## src/rtl/vc_sink_arb_pkg.sv

```systemverilog
// vc_sink_arb_pkg: shared types for the virtual-channel sink arbiter.
//   vc_sink_arb_state_t : run-control FSM states (IDLE, RUN, DONE, TOUT).
package vc_sink_arb_pkg;

  typedef enum logic [1:0] {
    ST_IDLE = 2'd0,
    ST_RUN  = 2'd1,
    ST_DONE = 2'd2,
    ST_TOUT = 2'd3
  } vc_sink_arb_state_t;

endpackage

```

## src/rtl/vc_sink_arb_rr_pick.sv

```systemverilog
// vc_sink_arb_rr_pick: combinational round-robin picker.
//   req_val   : per-requester valid
//   ptr       : index where the search starts (wraps modulo p_num_reqs)
//   grant     : one-hot of the selected requester (0 when none valid)
//   grant_idx : index of the selected requester
//   any_val   : at least one requester is valid
module vc_sink_arb_rr_pick #(
  parameter int unsigned p_num_reqs = 4
) (
  input  logic [p_num_reqs-1:0]         req_val,
  input  logic [$clog2(p_num_reqs)-1:0] ptr,
  output logic [p_num_reqs-1:0]         grant,
  output logic [$clog2(p_num_reqs)-1:0] grant_idx,
  output logic                          any_val
);

  localparam int unsigned IW = $clog2(p_num_reqs);

  // Rotate so bit k of rot is requester (ptr+k) mod p_num_reqs; the first
  // set bit of rot is then the round-robin winner.
  logic [p_num_reqs-1:0] rot;
  int unsigned           pick_sum;

  assign rot = p_num_reqs'({req_val, req_val} >> ptr);

  always_comb begin
    any_val   = 1'b0;
    pick_sum  = 0;
    grant     = '0;
    grant_idx = '0;
    for (int unsigned k = 0; k < p_num_reqs; k++) begin
      if (!any_val && rot[k]) begin
        any_val  = 1'b1;
        pick_sum = 32'(ptr) + k;
        if (pick_sum >= p_num_reqs) pick_sum = pick_sum - p_num_reqs;
      end
    end
    grant_idx = pick_sum[IW-1:0];
    for (int unsigned j = 0; j < p_num_reqs; j++) begin
      grant[j] = any_val && (pick_sum == j);
    end
  end

endmodule

```

## src/rtl/vc_sink_arb.sv

```systemverilog
// vc_sink_arb: round-robin merge of p_num_reqs requesters into one test sink
// through a one-entry output buffer, with run-control FSM.
//   clk, reset          : clock, synchronous active-high reset
//   start               : one-cycle pulse, IDLE -> RUN
//   req_val/req_rdy     : per-requester handshake; req_msg is flattened
//   sink_val/sink_rdy   : handshake to the shared sink; sink_msg, grant_id
//   sink_done           : sink has seen all expected messages
//   busy, done, timeout : state == RUN / DONE / TOUT
// Optional watchdog: define VC_SINK_ARB_TIMEOUT_EN to enable the RUN->TOUT
// watchdog; without it TOUT is unreachable and timeout is 0.
module vc_sink_arb
  import vc_sink_arb_pkg::*;
#(
  parameter int unsigned p_msg_nbits      = 32,
  parameter int unsigned p_num_reqs       = 4,
  parameter int unsigned p_timeout_cycles = 1000
) (
  input  logic                              clk,
  input  logic                              reset,
  input  logic                              start,
  input  logic [p_num_reqs-1:0]             req_val,
  output logic [p_num_reqs-1:0]             req_rdy,
  input  logic [p_num_reqs*p_msg_nbits-1:0] req_msg,
  output logic                              sink_val,
  input  logic                              sink_rdy,
  output logic [p_msg_nbits-1:0]            sink_msg,
  input  logic                              sink_done,
  output logic [$clog2(p_num_reqs)-1:0]     grant_id,
  output logic                              busy,
  output logic                              done,
  output logic                              timeout
);

  localparam int unsigned   IW       = $clog2(p_num_reqs);
  localparam logic [IW-1:0] LAST_IDX = IW'(p_num_reqs - 1);

  vc_sink_arb_state_t     state_q, state_d;
  logic [IW-1:0]          ptr_q, ptr_d;
  logic                   buf_full_q, buf_full_d;
  logic [p_msg_nbits-1:0] buf_msg_q, buf_msg_d;
  logic [IW-1:0]          buf_id_q, buf_id_d;

  logic [p_num_reqs-1:0]  grant;
  logic [IW-1:0]          pick_idx;
  logic                   any_val;
  logic [p_msg_nbits-1:0] pick_msg;
  logic                   in_run, accept_ok, req_fire, sink_fire, wd_expire;

  vc_sink_arb_rr_pick #(
    .p_num_reqs (p_num_reqs)
  ) u_pick (
    .req_val   (req_val),
    .ptr       (ptr_q),
    .grant     (grant),
    .grant_idx (pick_idx),
    .any_val   (any_val)
  );

  always_comb begin
    pick_msg = '0;
    for (int unsigned i = 0; i < p_num_reqs; i++) begin
      if (grant[i]) pick_msg = req_msg[i*p_msg_nbits +: p_msg_nbits];
    end
  end

  assign in_run    = (state_q == ST_RUN);
  // A full buffer can still accept when the sink drains it this cycle.
  assign accept_ok = in_run && (!buf_full_q || sink_rdy);
  assign req_rdy   = accept_ok ? grant : '0;
  assign req_fire  = accept_ok && any_val;
  assign sink_val  = buf_full_q && (state_q != ST_TOUT);
  assign sink_fire = sink_val && sink_rdy;
  // Gated so every output reads 0 after reset despite buf_msg not being reset.
  assign sink_msg  = sink_val ? buf_msg_q : '0;
  assign grant_id  = buf_id_q;
  assign busy      = in_run;
  assign done      = (state_q == ST_DONE);

`ifdef VC_SINK_ARB_TIMEOUT_EN
  localparam int unsigned      WD_W    = $clog2(p_timeout_cycles + 1);
  localparam logic [WD_W-1:0]  WD_LAST = WD_W'(p_timeout_cycles - 1);

  logic [WD_W-1:0] wd_q, wd_d;

  always_comb begin
    wd_d = wd_q;
    if (in_run) wd_d = sink_fire ? '0 : wd_q + WD_W'(1);
  end

  // Leave RUN on the edge where the count reaches p_timeout_cycles.
  assign wd_expire = in_run && !sink_fire && (wd_q == WD_LAST);
  assign timeout   = (state_q == ST_TOUT);

  always_ff @(posedge clk) begin
    if (reset) wd_q <= '0;
    else       wd_q <= wd_d;
  end
`else
  logic unused_timeout_cfg;
  assign unused_timeout_cfg = ^p_timeout_cycles;
  assign wd_expire          = 1'b0;
  assign timeout            = 1'b0;
`endif

  always_comb begin
    state_d = state_q;
    unique case (state_q)
      ST_IDLE: if (start) state_d = ST_RUN;
      ST_RUN: begin
        if (wd_expire)                     state_d = ST_TOUT;
        else if (sink_done && !buf_full_q) state_d = ST_DONE;
      end
      default: state_d = state_q;
    endcase
  end

  always_comb begin
    buf_full_d = buf_full_q;
    buf_msg_d  = buf_msg_q;
    buf_id_d   = buf_id_q;
    ptr_d      = ptr_q;
    if (req_fire) begin
      buf_full_d = 1'b1;
      buf_msg_d  = pick_msg;
      buf_id_d   = pick_idx;
      ptr_d      = (pick_idx == LAST_IDX) ? '0 : pick_idx + IW'(1);
    end else if (sink_fire) begin
      buf_full_d = 1'b0;
    end
  end

  always_ff @(posedge clk) begin
    if (reset) begin
      state_q    <= ST_IDLE;
      ptr_q      <= '0;
      buf_full_q <= 1'b0;
      buf_id_q   <= '0;
    end else begin
      state_q    <= state_d;
      ptr_q      <= ptr_d;
      buf_full_q <= buf_full_d;
      buf_id_q   <= buf_id_d;
    end
    buf_msg_q <= buf_msg_d;
  end

endmodule

```

## config.mk

```make
export PLATFORM = sky130hd
export DESIGN_NAME = vc_sink_arb
export DESIGN_NICKNAME = d
export VERILOG_FILES = /design/src/rtl/vc_sink_arb_pkg.sv /design/src/rtl/vc_sink_arb_rr_pick.sv /design/src/rtl/vc_sink_arb.sv
export SDC_FILE = /design/constraint.sdc
export NUM_CORES = 1
export LEC_CHECK = 0
export CORE_MARGIN = 1.5
export CORE_UTILIZATION = 40
export CTS_CLUSTER_SIZE = 10
export DETAILED_ROUTE_END_ITERATION = 8
export PLACE_DENSITY = 0.92
export SETUP_SLACK_MARGIN = 0.02
export SLEW_MARGIN = 20
export SYNTH_ARGS = -nofsm -noshare
export SYNTH_HDL_FRONTEND = slang
export SYNTH_HIERARCHICAL = 1
export SYNTH_SLANG_ARGS = --single-unit
```

## constraint.sdc

```tcl
create_clock -name clk -period 4 [get_ports clk]
set_input_delay 0.6 -clock clk [delete_from_list [all_inputs] [get_ports clk]]
set_output_delay 0.6 -clock clk [all_outputs]
set_load 0.05 [all_outputs]
```

Yosys cells after proc, flatten, opt, wreduce, memory -nomap -nowiden
Cells that the tools add are included.
{"block": "word_totals", "output_inout_bits": 42, "n_memories": 0, "inputBits": 137, "romBits": 0, "ff_bits": 39, "wordCells": 73, "ram_bits": 0, "latchBits": 0}
{"block": "classes", "n_mux": 24, "multipliers": 0, "shift": 1, "magnitude_cmp": 4, "reduce_logical": 22, "n_bitwise": 0, "eq_ne": 9, "n_div": 0, "addsub": 8}
{"cell": "two-way mux 32 bit", "count": 13}
{"cell": "greater-or-equal comparator 32 x 3 -> 1 bit, second input constant", "count": 3}
{"cell": "subtractor 32 x 3 -> 32 bit, second input constant", "count": 3}
{"cell": "equality test 32 x 2 -> 1 bit, second input constant", "count": 2}
{"cell": "equality test 32 x 1 -> 1 bit, second input constant", "count": 1}
{"cell": "logical NOT 32 bit", "count": 1}
{"cell": "logical AND 1 bit", "count": 12}
{"cell": "right shift 8 x 2 -> 4 bit", "count": 1}
{"cell": "adder 2 x 2 -> 3 bit, second input constant", "count": 2}
{"cell": "two-way mux 1 bit", "count": 6}
{"cell": "two-way mux 2 bit", "count": 3}
{"cell": "equality test 2 bit, second input constant", "count": 2}
{"cell": "logical NOT 1 bit", "count": 4}
{"cell": "two-way mux 4 bit", "count": 1}
{"cell": "!= test 2 bit, second input constant", "count": 2}
{"cell": "one-hot mux 2 bit (2 select lines)", "count": 1}
{"cell": "nonzero test 2 bit", "count": 2}
{"cell": "subtractor 2 x 3 -> 4 bit, second input constant", "count": 1}
{"cell": "adder 2 x 1 -> 3 bit, second input constant", "count": 1}
{"cell": "greater-or-equal comparator 2 x 3 -> 1 bit, second input constant", "count": 1}
{"cell": "AND reduction 3 bit", "count": 1}
{"cell": "adder 2 x 1 -> 2 bit, second input constant", "count": 1}
{"cell": "equality test 2 x 1 -> 1 bit, second input constant", "count": 1}
{"cell": "logical NOT 2 bit", "count": 1}
{"cell": "other kinds (2)", "count": 2}

Logic depth before layout (Yosys ltp)
{"block": "depth", "word_depth": 17, "mapped_depth": 11}

Modules after synthesis
Netlist, hierarchy kept.
{"module": "vc_sink_arb", "cells_per_inst": 264, "instances": 1, "area_each_um2": 2611.3}
{"module": "vc_sink_arb_rr_pick", "cells_per_inst": 55, "instances": 1, "area_each_um2": 421.7}

Worst setup path after synthesis
No wires, ideal clock.
{"block": "synth_path", "kind": "input port to output port", "startpoint": "input port req_val[1]", "endpoint": "output port req_rdy[3]", "stages": 9, "t_required_ps": 3400, "setup_slack_ps": 564, "t_arrival_ps": 2836, "path_cell_list": "buf_2 -> nor2b_1 -> mux4_2 -> a32o_1 -> a31oi_4 -> and3_1 -> buf_2 -> clkbuf_1 -> and3_1"}
{"block": "synth_between", "elab_chain_cells": 14, "word_cells_on_any_way": 18, "classes_between": "1 x eq/ne; 1 x shift; 9 x mux; 7 x reduce/logical"}
{"item": "from (decl)", "line_no": "vc_sink_arb.sv:21", "source": "input logic [p_num_reqs-1:0] req_val,"}
{"item": "right shift 8 x 2 -> 4 bit *", "line_no": "vc_sink_arb_rr_pick.sv:24", "source": "assign rot = p_num_reqs'({req_val, req_val} >> ptr);"}
{"item": "two-way mux 1 bit", "line_no": "vc_sink_arb_rr_pick.sv:32", "source": "if (!any_val && rot[k]) begin"}
{"item": "logical NOT 1 bit", "line_no": "vc_sink_arb_rr_pick.sv:32"}
{"item": "logical AND 1 bit", "line_no": "vc_sink_arb_rr_pick.sv:32"}
{"item": "two-way mux 1 bit", "line_no": "vc_sink_arb_rr_pick.sv:32"}
{"item": "logical NOT 1 bit", "line_no": "vc_sink_arb_rr_pick.sv:32"}
{"item": "logical AND 1 bit", "line_no": "vc_sink_arb_rr_pick.sv:32"}
{"item": "two-way mux 1 bit", "line_no": "vc_sink_arb_rr_pick.sv:32"}
{"item": "logical NOT 1 bit", "line_no": "vc_sink_arb_rr_pick.sv:32"}
{"item": "logical AND 1 bit", "line_no": "vc_sink_arb_rr_pick.sv:32"}
{"item": "two-way mux 32 bit", "line_no": "vc_sink_arb_rr_pick.sv:32"}
{"item": "equality test 32 x 2 -> 1 bit", "line_no": "vc_sink_arb_rr_pick.sv:40", "source": "grant[j] = any_val && (pick_sum == j);"}
{"item": "logical AND 1 bit *", "line_no": "vc_sink_arb_rr_pick.sv:40"}
{"item": "named net grant[3]", "line_no": "vc_sink_arb.sv:43", "source": "logic [p_num_reqs-1:0] grant;"}
{"item": "two-way mux 4 bit *", "line_no": "vc_sink_arb.sv:69", "source": "assign req_rdy = accept_ok ? grant : '0;"}
{"item": "to (decl)", "line_no": "vc_sink_arb.sv:22", "source": "output logic [p_num_reqs-1:0] req_rdy,"}
Mark *: on every way through the listed nets, which the timed path passes. The rest lies on a longest branch.

Worst setup path after layout
{"block": "layout_path", "startpoint": "input port req_val[1]", "endpoint": "output port req_rdy[1]"}
{"block": "layout_between", "elab_chain_cells": 14, "word_cells_on_any_way": 18, "classes_between": "1 x eq/ne; 1 x shift; 9 x mux; 7 x reduce/logical"}
{"item": "right shift 8 x 2 -> 4 bit *", "line_no": "vc_sink_arb_rr_pick.sv:24"}
{"item": "two-way mux 1 bit", "line_no": "vc_sink_arb_rr_pick.sv:32"}
{"item": "logical NOT 1 bit", "line_no": "vc_sink_arb_rr_pick.sv:32"}
{"item": "logical AND 1 bit", "line_no": "vc_sink_arb_rr_pick.sv:32"}
{"item": "two-way mux 1 bit", "line_no": "vc_sink_arb_rr_pick.sv:32"}
{"item": "logical NOT 1 bit", "line_no": "vc_sink_arb_rr_pick.sv:32"}
{"item": "logical AND 1 bit", "line_no": "vc_sink_arb_rr_pick.sv:32"}
{"item": "two-way mux 1 bit", "line_no": "vc_sink_arb_rr_pick.sv:32"}
{"item": "logical NOT 1 bit", "line_no": "vc_sink_arb_rr_pick.sv:32"}
{"item": "logical AND 1 bit", "line_no": "vc_sink_arb_rr_pick.sv:32"}
{"item": "two-way mux 32 bit", "line_no": "vc_sink_arb_rr_pick.sv:32"}
{"item": "equality test 32 x 1 -> 1 bit", "line_no": "vc_sink_arb_rr_pick.sv:40"}
{"item": "logical AND 1 bit *", "line_no": "vc_sink_arb_rr_pick.sv:40"}
{"item": "named net grant[1]", "line_no": "vc_sink_arb.sv:43"}
{"item": "two-way mux 4 bit *", "line_no": "vc_sink_arb.sv:69"}
Marks and branches as above.

==> run metrics <==
status=complete, no violations; CP Launch Type=input port; CTS Hold Bufs=0; Total GRT Usage=0.232; Clock power frac=0.244; pin count of the biggest net entering global routing=65; final period utilization=0.912; Ys Warns=6; switching portion of total power=0.317; Gate power share=0.424; Worst Hold Launch=grant_id[1]; grt peak-use layer=met2; critical path peak fanout=11; Post-synth top flop=edfxtp_1; Hold Vio Cnt, Final=0; Synth cell types=50; Cell Chain, Critical Path=clkdlybuf4s50_1 > and2b_1 > mux4_2 > a32o_1 > a31oi_4 > and3b_1 > and3_1 > buf_12; Cell Int Power=1.10 mW; CP max stage cell=clkdlybuf4s50_1; DR vias/cell=5.42; layout net count=624; grt met3 use=0.0423; WP buf/inv=2; n_diodes=0; # rows=31; WHS Path Cells=2; vias in the first global route=3,100; HP Class=reg2reg; met2 GRT Util=0.431; Die X=90.1 um; initial drt markers=126; Max VDD drop=0.198 mV; Slew headroom=0.496; dominant cell type by area after synthesis=edfxtp_1; Die H=90.1 um; core footprint=7290 um^2; CP Capture Type=output pin; final-layout fill cell count=592; Psw=511 uW; H-tree levels=2; Residual DRC=0; GP Congestion=0.849; sequential fraction of the synthesis area=0.363; Syn Inst Count=319; clk_skew=10.3 ps; PD cells=323 nW/um^2; Crit path max-delay family=buffers and inverters; max-cap check violation count=0; layout cells sized above 1=0.0851; I/O Buffers=177; Total Wirelength=9.83 mm; Synth Area per Inst=9.51 um^2; GR Overflow Total=0; Post-synth ARST share=0; Post-synth EDFFs=32; area grow syn2layout=64.6%; dpl ws=296 ps; post-route ant nets=0; # IOs=179; synth top area cells=edfxtp_1, o31ai_1, nor2b_1, and2_1, a221oi_1; sequential power share=0.332; first-pass GRT wire length=15.0 mm; LEAKAGE=1.77 nW; Post-CTS Resized=0; Worst Max-Slew Pin Slew=753 ps; crit path DAT=3050 ps; clock latency on the worst-skew pair=290 ps; cells on worst reg2reg path=9; Starting Density=0.416; cell area after synthesis=3030 um^2; Final HPWL DP=7.45 mm; DRT Pass-1 Iters=4; Crit Path Category=in2out; die area=8110 um^2; CTS Root Cell=clkbuf_8; Stages on worst setup path=8; DR vias=3,147; CTS Sinks=39; share of the synthesized area in the top cell type=0.317; DR WL/cell=16.9 um; fmax=0.274 GHz; GRT met1 Usage=0.266; Final Setup Violations=0; final setup TNS=0 ps; clock buffer depth=2; RSZ-0062 raised after global routing=false; initial antenna violation count=0; Synth Register Bits=39; final worst path period need=3650 ps; Critical path origin=req_val[1]; Syn Nets=462; post-route setup slack=353 ps; reg2reg start=ptr_q[1]; Crit path largest cell delay=650 ps; Final Max Tran Viols=0; Num CTS Buffers=5; CTS tree=built; Post-CTS Setup Repair Bufs=0; post-route total power=1.61 mW; Critical Path RT=3400 ps; Clock transition at path regs=70 ps
state kept, by name (all words and copies together), names as in the netlist:
| name | cells |
|---|---|
| ptr_q | 2 |
| state_q | 2 |
| buf_full_q | 1 |
| grant_id | 2 |
| buf_msg_q | 32 |
worst min-delay path, stage by stage, from the launching register on:
cell	delay (ps)
dfxtp_1	330
o31ai_1	60
a21oi_1	60
cells in the mapped netlist (all sizes together), types with 2 or more instances:
cell,instances
nand2,37
inv,7
and3b,2
nor2,8
a31oi,2
o22ai,2
ha,6
nand3,2
nor3,2
dfxtp,7
o21ai,3
and2b,2
o31ai,34
and3,6
and2,32
nand4,3
a22o,2
buf,20
edfxtp,32
nor2b,40
clkbuf,11
nor4bb,2
a21oi,8
nand2b,3
a221oi,32
power by group through the flow:
stage                     registers (mW)  clock network [mW]  logic (mW)
after global routing               0.539               0.411       0.736
after global placement             0.540                   0       0.663
final                              0.535               0.392       0.683
after detailed placement           0.544                   0       0.686
after CTS                          0.535               0.399       0.688
after floorplan                    0.538                   0       0.433
cell usage in the layout, fill, tap and decap left out, drive strengths merged, types with 2 or more instances in the layout:
master / Yosys / layout
nor2b: 40 / 40
and2: 32 / 32
o31ai: 34 / 34
a22o: 2 / 2
a31oi: 2 / 2
nand4: 3 / 3
and3: 6 / 6
nor3: 2 / 2
o22ai: 2 / 2
clkdlybuf4s50: 0 / 173
ha: 6 / 6
nand2: 37 / 37
dfxtp: 7 / 7
clkbuf: 11 / 6
edfxtp: 32 / 32
bufinv: 0 / 2
inv: 7 / 7
a221oi: 32 / 32
o21ai: 3 / 3
nand3: 2 / 2
nor4bb: 2 / 2
a21oi: 8 / 8
nand2b: 3 / 3
and2b: 2 / 2
and3b: 2 / 2
nor2: 8 / 8
buf: 20 / 13
layout make-up:
cell class / instances / area (um^2) / area share
well taps: 99 / 124 / 0.0248
repair buffers: 186 / 1890 / 0.379
multi-input cells: 242 / 1720 / 0.344
inverters: 7 / 26.3 / 0.00526
clock inverters: 2 / 60.1 / 0.0120
flip-flops and latches: 39 / 1100 / 0.221
clock buffers: 6 / 72.6 / 0.0145
path summary, 6_finish.rpt:
| check | end | slack, ps |
|---|---|---|
| worst max-delay path | req_rdy[1] | 350 |
| worst min-delay path | grant_id[1] | 500 |
| worst max register to register | buf_msg_q[21] | 920 |
| worst min register to register | grant_id[1] | 500 |
cells by family (layout without fill, tap and decap cells):
group                    Yosys count  after routing  synth area share
AO/OA/AOI/OAI                     89             89             0.254
AND/OR/NAND/NOR                  144            144             0.274
adder cells (fa/ha/maj)            6              6            0.0248
buffers and inverters             38            201            0.0718
flip-flops                        39             39             0.363
multiplexers                       2              2            0.0111
other                              1              1           0.00124
routing by layer:
metal | vias to the layer above | wire length (um) | share of wire
met5 | - | 0 | 0
met4 | 0 | 161 | 0.016
met3 | 12 | 583 | 0.059
met2 | 135 | 5240 | 0.53
met1 | 1490 | 3850 | 0.39
li1 | 1510 | - | -
metrics by stage:
stage           util  instances  hold WS, ps  area (um^2)
2_1_floorplan      -        319          509         3030
3_3_place_gp   0.666        573          470         4860
3_5_place_dp   0.666        573          488         4860
4_1_cts        0.685        581          496         4990
5_1_grt        0.685        581          519         4990
6_report       0.685        581          501         4990
Power figures use the tool's default switching activity.
==> patch: new RTL, same flow settings <==
Build with the macro `VC_SINK_ARB_TIMEOUT_EN` defined.
--- a/src/rtl/vc_sink_arb.sv
+++ b/src/rtl/vc_sink_arb.sv
@@ -8,6 +8,8 @@
 //   busy, done, timeout : state == RUN / DONE / TOUT
 // Optional watchdog: define VC_SINK_ARB_TIMEOUT_EN to enable the RUN->TOUT
 // watchdog; without it TOUT is unreachable and timeout is 0.
+`define VC_SINK_ARB_TIMEOUT_EN
+
 module vc_sink_arb
   import vc_sink_arb_pkg::*;
 #(
Check against the original RTL: same outputs for any inputs over 10 cycles, from zero or initial values and one cycle with reset high; that may be too few to reach the edited logic, so the function may still have changed.
==> patch against the original RTL <==
Largest power group unchanged. Setup slack worse by 210 ps. Total power is 6.4% higher. Sequential cell count increased by 10. Routed wire length rose by 18%. Core utilization shrank 2.3 points. Final area grew 8.8%. Highest routed layer unchanged. Clock power shrank 11%. Synthesized cell count grew 17%. Area after synthesis increased by 12%.
==> patch: results (changes against the original RTL) <==
[outcome]
status = complete, no violations

[timing]
skew_ps = 5.80  ; -4.52 ps
timing.fmax_ghz = 0.259  ; -5.5%
worstMarginPinSlew_ps = 785  ; +31.5 ps

[route]
vias = 3656  ; +16%
totalWireLength_mm = 11.6  ; +18%
first_pass_iters = 5  ; +1
drtIter0Drc = 167  ; +33%

[final_layout]
multi_input_area_share = 0.350  ; +0.00659
num-multi-input-gates = 281  ; +16%
fin_util = 0.661  ; -0.0233
nFlopsAndLatches = 49  ; +26%
seq_share = 0.239  ; +0.0189
final_nets = 684  ; +9.6%
clock_area_frac = 0.0191  ; -0.00746
drive_gt1_frac = 0.0648  ; -0.0202
nNonClkInverters = 11  ; +4
signal_buffers = 192  ; +3.2%

[setup_path]
startpoint = req_val[2]
crit_path_max_fanout = 34  ; +23
reg2regPathDepth = 7  ; -2
cp_data_arrival_time_ps = 3260  ; +210 ps

[placed_design]
place_ws_ps = -41.4  ; -337 ps
hpwl_mm = 8.55  ; +15%
postPlaceCellArea_um2 = 5320  ; +9.4%
place_congestion = 0.810  ; -4.6%

[global_routing]
grt_pass1_vias = 3537  ; +14%
grt_pass1_wl_mm = 17.1  ; +14%

[power_and_ir_drop]
power_leakage_nw = 1.92  ; +8.9%
p_comb_uw = 717  ; +5.0%

[synth]
yosys-top-cells-count = nor2b_1 (40), o31ai_1 (40), nand2_1 (38)
syn-num-nets = 518  ; +12%
synth.area.top_cells = edfxtp_1 (28%), dfxtp_1 (10%), o31ai_1 (8.9%)
ys_types = 48  ; -4.0%

[hold_path]
hold_start = grant_id[0]$_SDFFE_PP0P_

[clocking]
clk_pin_slew_ps = 90  ; +20 ps

## patch: cell types whose count changed after synthesis, moves of 4 or more
cell,before,now
a21oi_1,7,18
o21ai_0,3,7
a221oi_2,10,0
clkbuf_1,10,20
dfxtp_1,7,17
o31ai_1,34,40
a221oi_1,22,31
buf_2,12,8
## patch: timing repair
item | CTS | global route
resized for setup | 1 | 3
endpoints found under the hold margin | 0 | 0
endpoints found under the setup margin | 1 | 1
hold buffers | 0 | 0
## patch: kinds of logic (layout without fill, tap and decap cells)
family / after synthesis / after routing / share of synthesized area
compound gates: 109 / 109 / 0.242
buf+inv: 44 / 210 / 0.0573
flops: 49 / 49 / 0.384
simple gates: 162 / 162 / 0.279
xor+xnor: 2 / 2 / 0.00517
mux: 1 / 1 / 0.00665
fa+ha+maj: 7 / 7 / 0.0259
## patch: metal layers
metal,up-vias,part of all wire,GRT usage
met1,1742,0.37,0.259
met2,150,0.53,0.470
met3,29,0.080,0.0507
li1,1735,-,-
met4,0,0.024,0.0871
met5,-,0,0
